--- src/rtl/sume_init_sequencer.sv ---
// +----------------------------------------------------------------------------+
// | Module      : sume_init_sequencer                                          |
// | Description : SUME board bring-up sequencer. It waits for MMCM lock, pulses |
// |               the SI5324 reset, runs I2C programming with retries, waits   |
// |               for transceiver lock and then releases the staggered resets. |
// | Revision    : 1.0 - initial release                                        |
// +----------------------------------------------------------------------------+
`default_nettype none

module sume_init_sequencer #(
  parameter int SI_RST_CYCLES  = 1000,
  parameter int SETTLE_CYCLES  = 2000,
  parameter int I2C_TIMEOUT    = 1048576,
  parameter int STAGGER_CYCLES = 16,
  parameter int MAX_RETRIES    = 3,
  parameter int CNT_WIDTH      = 24
) (
  input  logic       clk,
  input  logic       reset,
  input  logic       clk_locked,
  input  logic       xphy_locked,
  output logic       i2c_start,
  input  logic       i2c_done,
  input  logic       i2c_error,
  output logic       si5324_rst_n,
  output logic       reg_reset,
  output logic       dp_reset,
  output logic       init_done,
  output logic       init_fail,
  output logic [1:0] retry_count,
  output logic [3:0] state_o
);

  typedef enum logic [3:0] {
    ST_WAIT_LOCK = 4'd0,
    ST_SI_RST    = 4'd1,
    ST_SI_SETTLE = 4'd2,
    ST_I2C_KICK  = 4'd3,
    ST_I2C_WAIT  = 4'd4,
    ST_XPHY_WAIT = 4'd5,
    ST_STAGGER   = 4'd6,
    ST_RUN       = 4'd7,
    ST_FAIL      = 4'd8
  } state_e;

  localparam logic [CNT_WIDTH-1:0] c_si_rst_last  = CNT_WIDTH'(SI_RST_CYCLES - 1);
  localparam logic [CNT_WIDTH-1:0] c_settle_last  = CNT_WIDTH'(SETTLE_CYCLES - 1);
  localparam logic [CNT_WIDTH-1:0] c_i2c_last     = CNT_WIDTH'(I2C_TIMEOUT - 1);
  localparam logic [CNT_WIDTH-1:0] c_stagger_last = CNT_WIDTH'(STAGGER_CYCLES - 1);
  localparam logic [CNT_WIDTH-1:0] c_timer_one    = CNT_WIDTH'(1);
  localparam logic [2:0]           c_max_retries  = 3'(MAX_RETRIES);

  state_e                 state_q, state_d;
  logic [CNT_WIDTH-1:0]   timer_q, timer_d;
  logic [1:0]             retry_q, retry_d;
  logic [2:0]             retry_inc;
  logic                   si_rst_n_q, si_rst_n_d;
  logic                   reg_reset_q, reg_reset_d;
  logic                   dp_reset_q, dp_reset_d;
  logic                   i2c_start_q, i2c_start_d;
  logic                   init_done_q, init_done_d;
  logic                   init_fail_q, init_fail_d;

  assign retry_inc = {1'b0, retry_q} + 3'd1;

  always_comb begin
    state_d = state_q;
    retry_d = retry_q;

    case (state_q)
      ST_WAIT_LOCK: if (clk_locked) state_d = ST_SI_RST;
      ST_SI_RST:    if (timer_q == c_si_rst_last) state_d = ST_SI_SETTLE;
      ST_SI_SETTLE: if (timer_q == c_settle_last) state_d = ST_I2C_KICK;
      ST_I2C_KICK:  state_d = ST_I2C_WAIT;
      ST_I2C_WAIT: begin
        // Error beats a simultaneous done; done beats the timeout.
        if (i2c_error || (!i2c_done && (timer_q == c_i2c_last))) begin
          if ({1'b0, retry_q} < c_max_retries) retry_d = retry_inc[1:0];
          state_d = (retry_inc < c_max_retries) ? ST_SI_RST : ST_FAIL;
        end else if (i2c_done) begin
          state_d = ST_XPHY_WAIT;
        end
      end
      // reg_reset is released first; move on only once it is already low.
      ST_XPHY_WAIT: if (xphy_locked && !reg_reset_q) state_d = ST_STAGGER;
      ST_STAGGER: begin
        if (!xphy_locked)                     state_d = ST_XPHY_WAIT;
        else if (timer_q == c_stagger_last)   state_d = ST_RUN;
      end
      ST_RUN:       if (!xphy_locked) state_d = ST_XPHY_WAIT;
      ST_FAIL:      state_d = ST_FAIL;
      default:      state_d = ST_WAIT_LOCK;
    endcase

    if (!clk_locked && (state_q != ST_FAIL)) begin
      state_d = ST_WAIT_LOCK;
      retry_d = retry_q;
    end

    timer_d = '0;
    if ((state_d == state_q) &&
        ((state_q == ST_SI_RST) || (state_q == ST_SI_SETTLE) ||
         (state_q == ST_I2C_WAIT) || (state_q == ST_STAGGER))) begin
      timer_d = timer_q + c_timer_one;
    end

    // Outputs are registered images of the state being entered.
    si_rst_n_d  = (state_d != ST_SI_RST);
    i2c_start_d = (state_d == ST_I2C_KICK);
    reg_reset_d = !((state_d == ST_STAGGER) || (state_d == ST_RUN) ||
                    ((state_d == ST_XPHY_WAIT) && xphy_locked));
    dp_reset_d  = (state_d != ST_RUN);
    init_done_d = (state_d == ST_RUN);
    init_fail_d = (state_d == ST_FAIL);
  end

  always_ff @(posedge clk or posedge reset) begin
    if (reset) begin
      state_q     <= ST_WAIT_LOCK;
      timer_q     <= '0;
      retry_q     <= 2'd0;
      si_rst_n_q  <= 1'b1;
      reg_reset_q <= 1'b1;
      dp_reset_q  <= 1'b1;
      i2c_start_q <= 1'b0;
      init_done_q <= 1'b0;
      init_fail_q <= 1'b0;
    end else begin
      state_q     <= state_d;
      timer_q     <= timer_d;
      retry_q     <= retry_d;
      si_rst_n_q  <= si_rst_n_d;
      reg_reset_q <= reg_reset_d;
      dp_reset_q  <= dp_reset_d;
      i2c_start_q <= i2c_start_d;
      init_done_q <= init_done_d;
      init_fail_q <= init_fail_d;
    end
  end

  assign i2c_start    = i2c_start_q;
  assign si5324_rst_n = si_rst_n_q;
  assign reg_reset    = reg_reset_q;
  assign dp_reset     = dp_reset_q;
  assign init_done    = init_done_q;
  assign init_fail    = init_fail_q;
  assign retry_count  = retry_q;
  assign state_o      = state_q;

endmodule

`default_nettype wire

--- config.mk ---
export PLATFORM = sky130hd
export DESIGN_NAME = sume_init_sequencer
export DESIGN_NICKNAME = d
export VERILOG_FILES = /design/src/rtl/sume_init_sequencer.sv
export SDC_FILE = /design/constraint.sdc
export NUM_CORES = 1
export LEC_CHECK = 0
export BUFFER_PORTS_ARGS = -buffer_cell sky130_fd_sc_hd__buf_2
export CORE_UTILIZATION = 55
export CTS_CLUSTER_DIAMETER = 40
export CTS_CLUSTER_SIZE = 25
export DETAILED_ROUTE_END_ITERATION = 16
export GPL_ROUTABILITY_DRIVEN = 0
export PLACE_DENSITY = 0.7
export SYNTH_ARGS = -nofsm -noshare
export SYNTH_HDL_FRONTEND = slang
export SYNTH_SLANG_ARGS = --single-unit
export TNS_END_PERCENT = 20
--- constraint.sdc ---
create_clock -name clk -period 3.5 [get_ports clk]
set_clock_uncertainty 0.1 [all_clocks]
set_input_delay 1.05 -clock clk [delete_from_list [all_inputs] [get_ports clk]]
set_output_delay 1.05 -clock clk [all_outputs]
set_load 0.005 [all_outputs]
==> results.toml, run 1 <==
[cells_and_area]
drive_above_1_share = 0.214
final_util = 0.635
area_growth_pct = 6.93
n_antenna_cell = 0
nets = 251
postLayoutCellArea_um2 = 2410
finalNonFillerCells = 291

[power]
vdd_drop_max_v = 0.000245
p_per_area_nw_per_um2 = 333
power_uw = 802
power_leakage_uw = 0.000940

[routing]
via_per_inst = 6.24
drc = 0
drtPass1Iterations = 4
antenna_left = 0
vias = 1816
drt_iter0_drc = 205
drt-wirelength-per-cell_um = 16.2
routed_wl_um = 4710

[global_route]
grt_max_degree = 37
gr-total-overflow = 0
grt_antenna_before_repair = 0
grt_usage = 0.252
grt_pass1_wl_um = 8340
grt_pass1_vias = 1765

[hold_path]
hp-start = "timer_q[0]"
hold_path_class = "flip-flop to flip-flop"

[yosys]
synth_cells = 230
syn-num-nets = 239
yosys_warnings = 0
synth_edf_count = 0
synth.distinct_cells = 49
postSynthAreaPerCell_um2 = 9.81
synth_area_um2 = 2260
seq_area_frac_synth = 0.401
yosys_most_used_dff = "dfrtp_1"
ys_ff_latch = 36
synth_async_sr_flop_share = 1.00

[worst_setup_path]
timing.critical_path.from = "timer_q[0]"
worstSetupPathType = "flip-flop to flip-flop"
slowest_delay_ns = 0.38
r2r-start = "timer_q[0]"
cp_cell_sequence = "ha_1 -> nor3b_1 -> nand4_1 -> o31ai_1 -> a32o_1 -> or2_1 -> buf_4 -> a211oi_1"
cpMaxStageDelayCell = "o31ai_1"
cp.required_ns = 3.55
path_depth = 8
crit_family = "compound AO/OA/AOI/OAI gates"
reg2reg_setup_slack_ns = 0.76
worst_setup_path_end_kind = "flip-flop"
reg2reg_depth = 8
worstSetupEndpoint = "timer_q[23]"
r2r-end = "timer_q[23]"
crit_fanout = 26
arrival_ns = 2.79
path_buf_inv = 1
cp-start-kind = "flip-flop"

[clock_network]
clkSinkCount = 36
root_buffer = "clkbuf_8"
clk_latency_ns = 0.29
clkTransAtPathRegs_ns = 0.07
post_cts_resized = 0
ctsHoldBuffers = 0
cts_tree = "yes"
numCtsBuffers = 5
h-tree-depth = 2
clockBufferDepth = 2
cts_setup_buffers = 0

[timing]
max_freq_mhz = 365
hold_viol_final = 0
fin_tns_setup_ns = 0
post-route-min-period_ns = 2.74
rsz0062_at_grt = "false"
slew_viol_final = 0
slew_headroom = 0.456
finalCritPeriodShare = 0.783
setup_violations = 0
tightest_slew_ns = 0.805

[die]
start_util = 0.594
dieWidth_um = 66.0
design.portCount = 18
rows = 22
dieArea_um2 = 4360
die_height_um = 66.0
coreArea_um2 = 3800

[status]
status = "finished clean"

[placement]
placed_cell_area_um2 = 2330
port_buffers = 17
dp_cells = 283
place_hpwl_um = 3310

[run]
cap_violations = 0
synthesized netlist by cell type, types with 3 or more instances:
cell,instances,share of area
xor2_1,9,0.035
buf_2,5,0.011
ha_1,3,0.017
and4_1,3,0.012
nor3_1,11,0.024
o21ai_0,3,0.0067
nand2_1,14,0.023
nand3_1,15,0.033
inv_1,11,0.018
nand4_1,9,0.025
a211oi_1,7,0.023
nor2_1,14,0.023
xnor2_1,14,0.054
a211oi_2,18,0.10
buf_6,4,0.020
nor2b_1,4,0.011
buf_4,3,0.010
nor4_1,6,0.017
and3_1,4,0.011
dfrtp_1,33,0.37
a21oi_1,3,0.0067
dfstp_2,3,0.035
through the flow:
stage | hold WS, ns | setup slack (ns)
6_report | 0.360 | 0.759
5_1_grt | 0.393 | 0.496
4_1_cts | 0.364 | 0.771
3_5_place_dp | 0.354 | 0.490
3_3_place_gp | 0.339 | 0.604
2_1_floorplan | 0.325 | 0.829
placed cells by master, fill, tap and decap left out, types with 2 or more instances in the layout:
master | Yosys | layout
dfrtp_1 | 33 | 33
o21ai_0 | 3 | 3
clkbuf_8 | 0 | 5
nor4b_1 | 2 | 2
clkbuf_1 | 2 | 2
nor4_1 | 6 | 6
xnor2_1 | 14 | 14
inv_1 | 11 | 11
nand4_1 | 9 | 9
a211oi_1 | 7 | 7
nor3_1 | 11 | 11
a21oi_1 | 3 | 3
ha_1 | 3 | 3
and4_1 | 3 | 3
nor2b_1 | 4 | 4
a211oi_2 | 18 | 17
buf_4 | 3 | 4
and3_1 | 4 | 4
dfstp_2 | 3 | 3
nor3b_1 | 2 | 2
mux2i_1 | 2 | 2
nand3_1 | 15 | 15
a41o_1 | 2 | 2
o31ai_1 | 2 | 2
nor2_1 | 14 | 14
buf_2 | 5 | 17
xor2_1 | 9 | 9
nand2_1 | 14 | 14
worst min-delay path by stage:
| stage | to | depth (start not counted) | slack, ns |
|---|---|---|---|
| floorplan | timer_q[0] | 1 | 0.33 |
| global placement | timer_q[0] | 1 | 0.34 |
| detailed placement | timer_q[0] | 1 | 0.35 |
| CTS | timer_q[0] | 1 | 0.36 |
| global route | timer_q[0] | 1 | 0.39 |
| finish | timer_q[0] | 1 | 0.36 |
power breakdown:
group	internal [uW]	switching (uW)	total [uW]
logic	28.1	67.0	95.1
registers	423	5.99	429
clock network	139	139	278
kinds of logic (layout without fill, tap and decap cells):
family	count (synthesis)	in the layout	share of synthesized area
simple gates	95	95	0.232
compound gates	44	44	0.186
flops	36	36	0.401
buf+inv	27	40	0.0660
xor+xnor	23	23	0.0893
fa+ha+maj	3	3	0.0166
mux	2	2	0.00887
metal layers:
metal | wire [um] | part of all wire | global-route usage | vias up
li1 | - | - | - | 870
met1 | 2080 | 0.44 | 0.318 | 891
met2 | 2360 | 0.50 | 0.436 | 48
met3 | 198 | 0.042 | 0.0431 | 7
met4 | 61 | 0.013 | 0.0798 | 0
met5 | 0 | 0 | 0 | -
area by class of cell:
class / count / area, um2
fillers: 325 / 1390
multi-input cells: 167 / 1210
flip-flops and latches: 36 / 905
repair buffers: 21 / 115
clock buffers: 7 / 76.3
well taps: 48 / 60.1
inverters: 11 / 41.3
clock inverters: 1 / 5.00
registers in the layout, summed over array words and instances (netlist names):
register	flops
dp_reset	1
i2c_start	1
init_done	1
init_fail	1
reg_reset	1
retry_count	2
si5324_rst_n	1
state_o	4
timer_q	24
(Power assumes the default switching activity.)
==> inputs of run 2 (changes only) <==
- CORE_UTILIZATION: 55 -> 54
- PLACE_DENSITY: 0.7 -> 0.72
- clock period: 3.5 -> 2.4 ns (I/O delays scaled with it)
==> results.toml, run 2 (synthesis results as in run 1) <==
[clock_network]
clkSinkCount = 36
cts_tree = "yes"
h-tree-depth = 2
ctsHoldBuffers = 0
numCtsBuffers = 5
clk_latency_ns = 0.29
root_buffer = "clkbuf_8"
clkTransAtPathRegs_ns = 0.07
clockBufferDepth = 2

[timing]
setup_violations = 0
rsz0062_at_grt = "true"
fin_ws_ns = 0.0544
max_freq_mhz = 426
finalCritPeriodShare = 0.977
tightest_slew_ns = 0.488
hold_viol_final = 0
slew_viol_final = 0
post-route-min-period_ns = 2.35
slew_headroom = 0.672

[run]
cap_violations = 0

[routing]
routed_wl_um = 5150
drt_iter0_drc = 146
antenna_left = 0
vias = 1959
drc = 0
drt-wirelength-per-cell_um = 15.7
via_per_inst = 5.97
drtPass1Iterations = 4

[cells_and_area]
drive_above_1_share = 0.360
final_util = 0.701
layout_common_cells = "buf_4 (35), dfrtp_1 (33), a211oi_2 (22)"
final_common_cell = "buf_4"
nets = 286
n_antenna_cell = 0
top_register = "timer_q"
postLayoutCellArea_um2 = 2800
largest_reg_flops = 24
area_growth_pct = 24.2

[die]
start_util = 0.564
dieWidth_um = 66.6
die_height_um = 66.6
dieArea_um2 = 4440
design.portCount = 18
rows = 23
coreArea_um2 = 4000

[status]
status = "finished clean"

[worst_setup_path]
r2r-end = "timer_q[5]"
slowest_delay_ns = 0.41
arrival_ns = 2.44
reg2reg_depth = 8
cp.required_ns = 2.50
reg2reg_setup_slack_ns = 0.05
cp_cell_sequence = "nor4_4 -> buf_4 -> nand4_1 -> o21ba_4 -> o31a_1 -> or2_4 -> buf_12 -> a211oi_1"
crit_family = "compound AO/OA/AOI/OAI gates"
cpMaxStageDelayCell = "dfrtp_1"
r2r-start = "timer_q[14]"
cp-start-kind = "flip-flop"
crit_fanout = 17
worstSetupPathType = "flip-flop to flip-flop"
worst_setup_path_end_kind = "flip-flop"
path_buf_inv = 2

[global_route]
grt_antenna_before_repair = 0
grt_max_degree = 25
grt_pass1_vias = 1836
gr-total-overflow = 0
grt_usage = 0.257
grt_pass1_wl_um = 8420

[power]
p_per_area_nw_per_um2 = 448
power_leakage_uw = 0.00116
vdd_drop_max_v = 0.000487

[placement]
place_hpwl_um = 3650
place_ws_ns = -0.134
placed_cell_area_um2 = 2620
port_buffers = 17

[hold_path]
hold_path_class = "primary input to async pin"
## run 2: cell count changes in the layout (fill, tap and decap cells not counted), sizes merged
| cell | delta |
|---|---|
| clkbuf | +1 |
| buf | +35 |
| clkinv | -1 |
## run 2: cell type report
cell class                      count  area (um2)
Tap cell                           50        62.6
Multi-Input combinational cell    167        1280
Fill cell                         306        1200
Inverter                           11        41.3
Sequential cell                    36         905
Clock buffer                        8        90.1
Timing Repair Buffer               56         419
## run 2: worst max path at each step
stage / slack, ns / to / start / cells after the start
2_1_floorplan: 0.02 / timer_q[13] / timer_q[0] / 9
3_3_place_gp: -0.09 / timer_q[12] / xphy_locked / 8
3_5_place_dp: -0.13 / timer_q[17] / xphy_locked / 8
4_1_cts: 0.0008 / timer_q[2] / timer_q[14] / 8
5_1_grt: -0.02 / timer_q[21] / timer_q[18] / 8
6_report: 0.05 / timer_q[5] / timer_q[14] / 8
## run 2: timing repair
action	4_1_cts	5_1_grt
gates resized for setup	5	11
buffers inserted	0	2
pin swaps	2	4
setup endpoints to repair	24	29
## run 2: power by group
part | total [uW] | internal, uW | switching, uW
sequential | 621 | 617 | 4.91
clock | 444 | 234 | 210
combinational | 189 | 74.6 | 114
## run 2: metrics by stage
step	power [uW]	std cells	hold slack, ns	setup TNS [ns]
after global placement	809	318	0.411	-1.80
after detailed placement	811	318	0.419	-2.35
after global routing	1310	328	0.369	-0.0780
after CTS	1260	326	0.343	0
final	1250	328	0.324	0
after floorplan	749	230	0.325	0
## run 2: layer usage
layer	global-route usage	vias up	part of all wire
met5	0	-	0
met4	0.114	0	0.034
met3	0.0634	20	0.043
met2	0.415	63	0.49
met1	0.323	942	0.43
li1	-	934	-
==> inputs of run 3 (changes only) <==
- BUFFER_PORTS_ARGS: -buffer_cell sky130_fd_sc_hd__buf_2 -> -buffer_cell sky130_fd_sc_hd__buf_4
==> results.toml, run 3 (synthesis results as in run 1) <==
[power]
power_uw = 1350
power.internal_uw = 1000
vdd_drop_max_v = 0.000353
pwr-share-clk = 0.393
pwr-share-seq = 0.461
switching_share = 0.256
combPwrFrac = 0.146
p_switching_uw = 345
p_per_area_nw_per_um2 = 468
power_leakage_uw = 0.00119

[routing]
top_layer = "met4"
route.met2.wl_um = 2690
drtPass1Iterations = 4
wl_met3_um = 173
drt-wirelength-per-cell_um = 16.1
vias = 1937
antenna_left = 0
drc = 0
drt_iter0_drc = 146
via_per_inst = 5.92
routed_wl_um = 5270
wl_met1_um = 2320

[cells_and_area]
area_growth_pct = 27.6
top_register = "timer_q"
final_common_cell = "buf_4"
drive_above_1_share = 0.368
final_util = 0.719
num-fill-cells = 283
largest_reg_flops = 24
n_antenna_cell = 0
layout_common_cells = "buf_4 (51), dfrtp_1 (33), a211oi_2 (23)"
nets = 285

[placement]
place_hpwl_um = 3650
port_buffers = 17

[global_route]
grt_antenna_before_repair = 0
gr-total-overflow = 0
grt_pass1_wl_um = 8740
grt_usage = 0.266
grt_pass1_vias = 1873
grt_max_degree = 25

[timing]
tightest_slew_ns = 0.518
post-route-min-period_ns = 2.42
fin_tns_setup_ns = -0.0236
max_freq_mhz = 414
fin_ws_ns = -0.0173
slew_headroom = 0.652
hold_viol_final = 0
finalCritPeriodShare = 1.01
rsz0062_at_grt = "true"
setup_violations = 4
slew_viol_final = 0

[die]
start_util = 0.564
dieWidth_um = 66.6
design.portCount = 18
dieArea_um2 = 4440
die_height_um = 66.6
rows = 23
coreArea_um2 = 4000

[clock_network]
cts_tree = "yes"
root_buffer = "clkbuf_8"
clkSinkCount = 36
numCtsBuffers = 5
clkTransAtPathRegs_ns = 0.07
h-tree-depth = 2
clockBufferDepth = 2
clk_latency_ns = 0.29

[hold_path]
hold_path_class = "primary input to async pin"

[worst_setup_path]
crit_fanout = 7
reg2reg_depth = 8
arrival_ns = 2.52
cp-start-kind = "flip-flop"
cp.required_ns = 2.50
reg2reg_setup_slack_ns = -0.02
worstSetupPathType = "flip-flop to flip-flop"
r2r-end = "timer_q[23]"
worst_setup_path_end_kind = "flip-flop"
r2r-start = "timer_q[16]"

[status]
status = "complete, but fails checks"
failed_checks = "negative setup slack"

[run]
cap_violations = 0
run 3: metal layers:
metal,up-vias,track usage
met5,-,0
met4,0,0.0798
met3,12,0.0411
met2,48,0.460
met1,944,0.337
li1,933,-
run 3: final cells by class:
| cell class | count | area (um2) | share of cell area |
|---|---|---|---|
| clock buffers | 6 | 72.6 | 0.0252 |
| clock inverters | 2 | 35.0 | 0.0122 |
| repair buffers | 55 | 454 | 0.158 |
| flip-flops and latches | 36 | 905 | 0.314 |
| inverters | 11 | 41.3 | 0.0143 |
| multi-input cells | 167 | 1310 | 0.454 |
| well taps | 50 | 62.6 | 0.0217 |
run 3: critical path: stages, from the launching register on:
cell,delay (ns)
dfrtp_1,0.41
nor4_4,0.31
buf_4,0.16
nand4_1,0.14
o21ba_4,0.24
o31a_1,0.32
or2_4,0.28
buf_6,0.15
a211oi_2,0.21
run 3: repair_timing:
item	CTS	global route
setup buffers	2	1
endpoints found under the setup margin	25	31
pin swaps	2	9
cloned	1	0
hold buffers	0	0
gates resized for setup	10	15
run 3: worst max-delay path by stage:
stage | startpoint | to | slack, ns | cells after the start
after floorplan | timer_q[0] | timer_q[13] | 0.02 | 9
after global placement | xphy_locked | timer_q[4] | -0.08 | 8
after detailed placement | xphy_locked | timer_q[23] | -0.16 | 8
after CTS | timer_q[13] | timer_q[5] | 0.02 | 8
after global routing | timer_q[16] | timer_q[9] | -0.14 | 8
final | timer_q[16] | timer_q[23] | -0.02 | 8
run 3: power groups by stage:
stage / combinational, uW / sequential [uW] / clock [uW]
global route: 213 / 622 / 568
floorplan: 116 / 633 / 0
finish: 196 / 621 / 530
global placement: 172 / 632 / 0
CTS: 184 / 621 / 540
detailed placement: 172 / 633 / 0
run 3: per-stage QoR:
step	area (um2)	std cells	setup WS [ns]	hold WS [ns]
3_3_place_gp	2630	315	-0.0815	0.406
6_report	2880	327	-0.0173	0.321
5_1_grt	2880	327	-0.145	0.358
4_1_cts	2800	326	0.0159	0.331
2_1_floorplan	2260	230	0.0160	0.325
3_5_place_dp	2630	315	-0.159	0.417
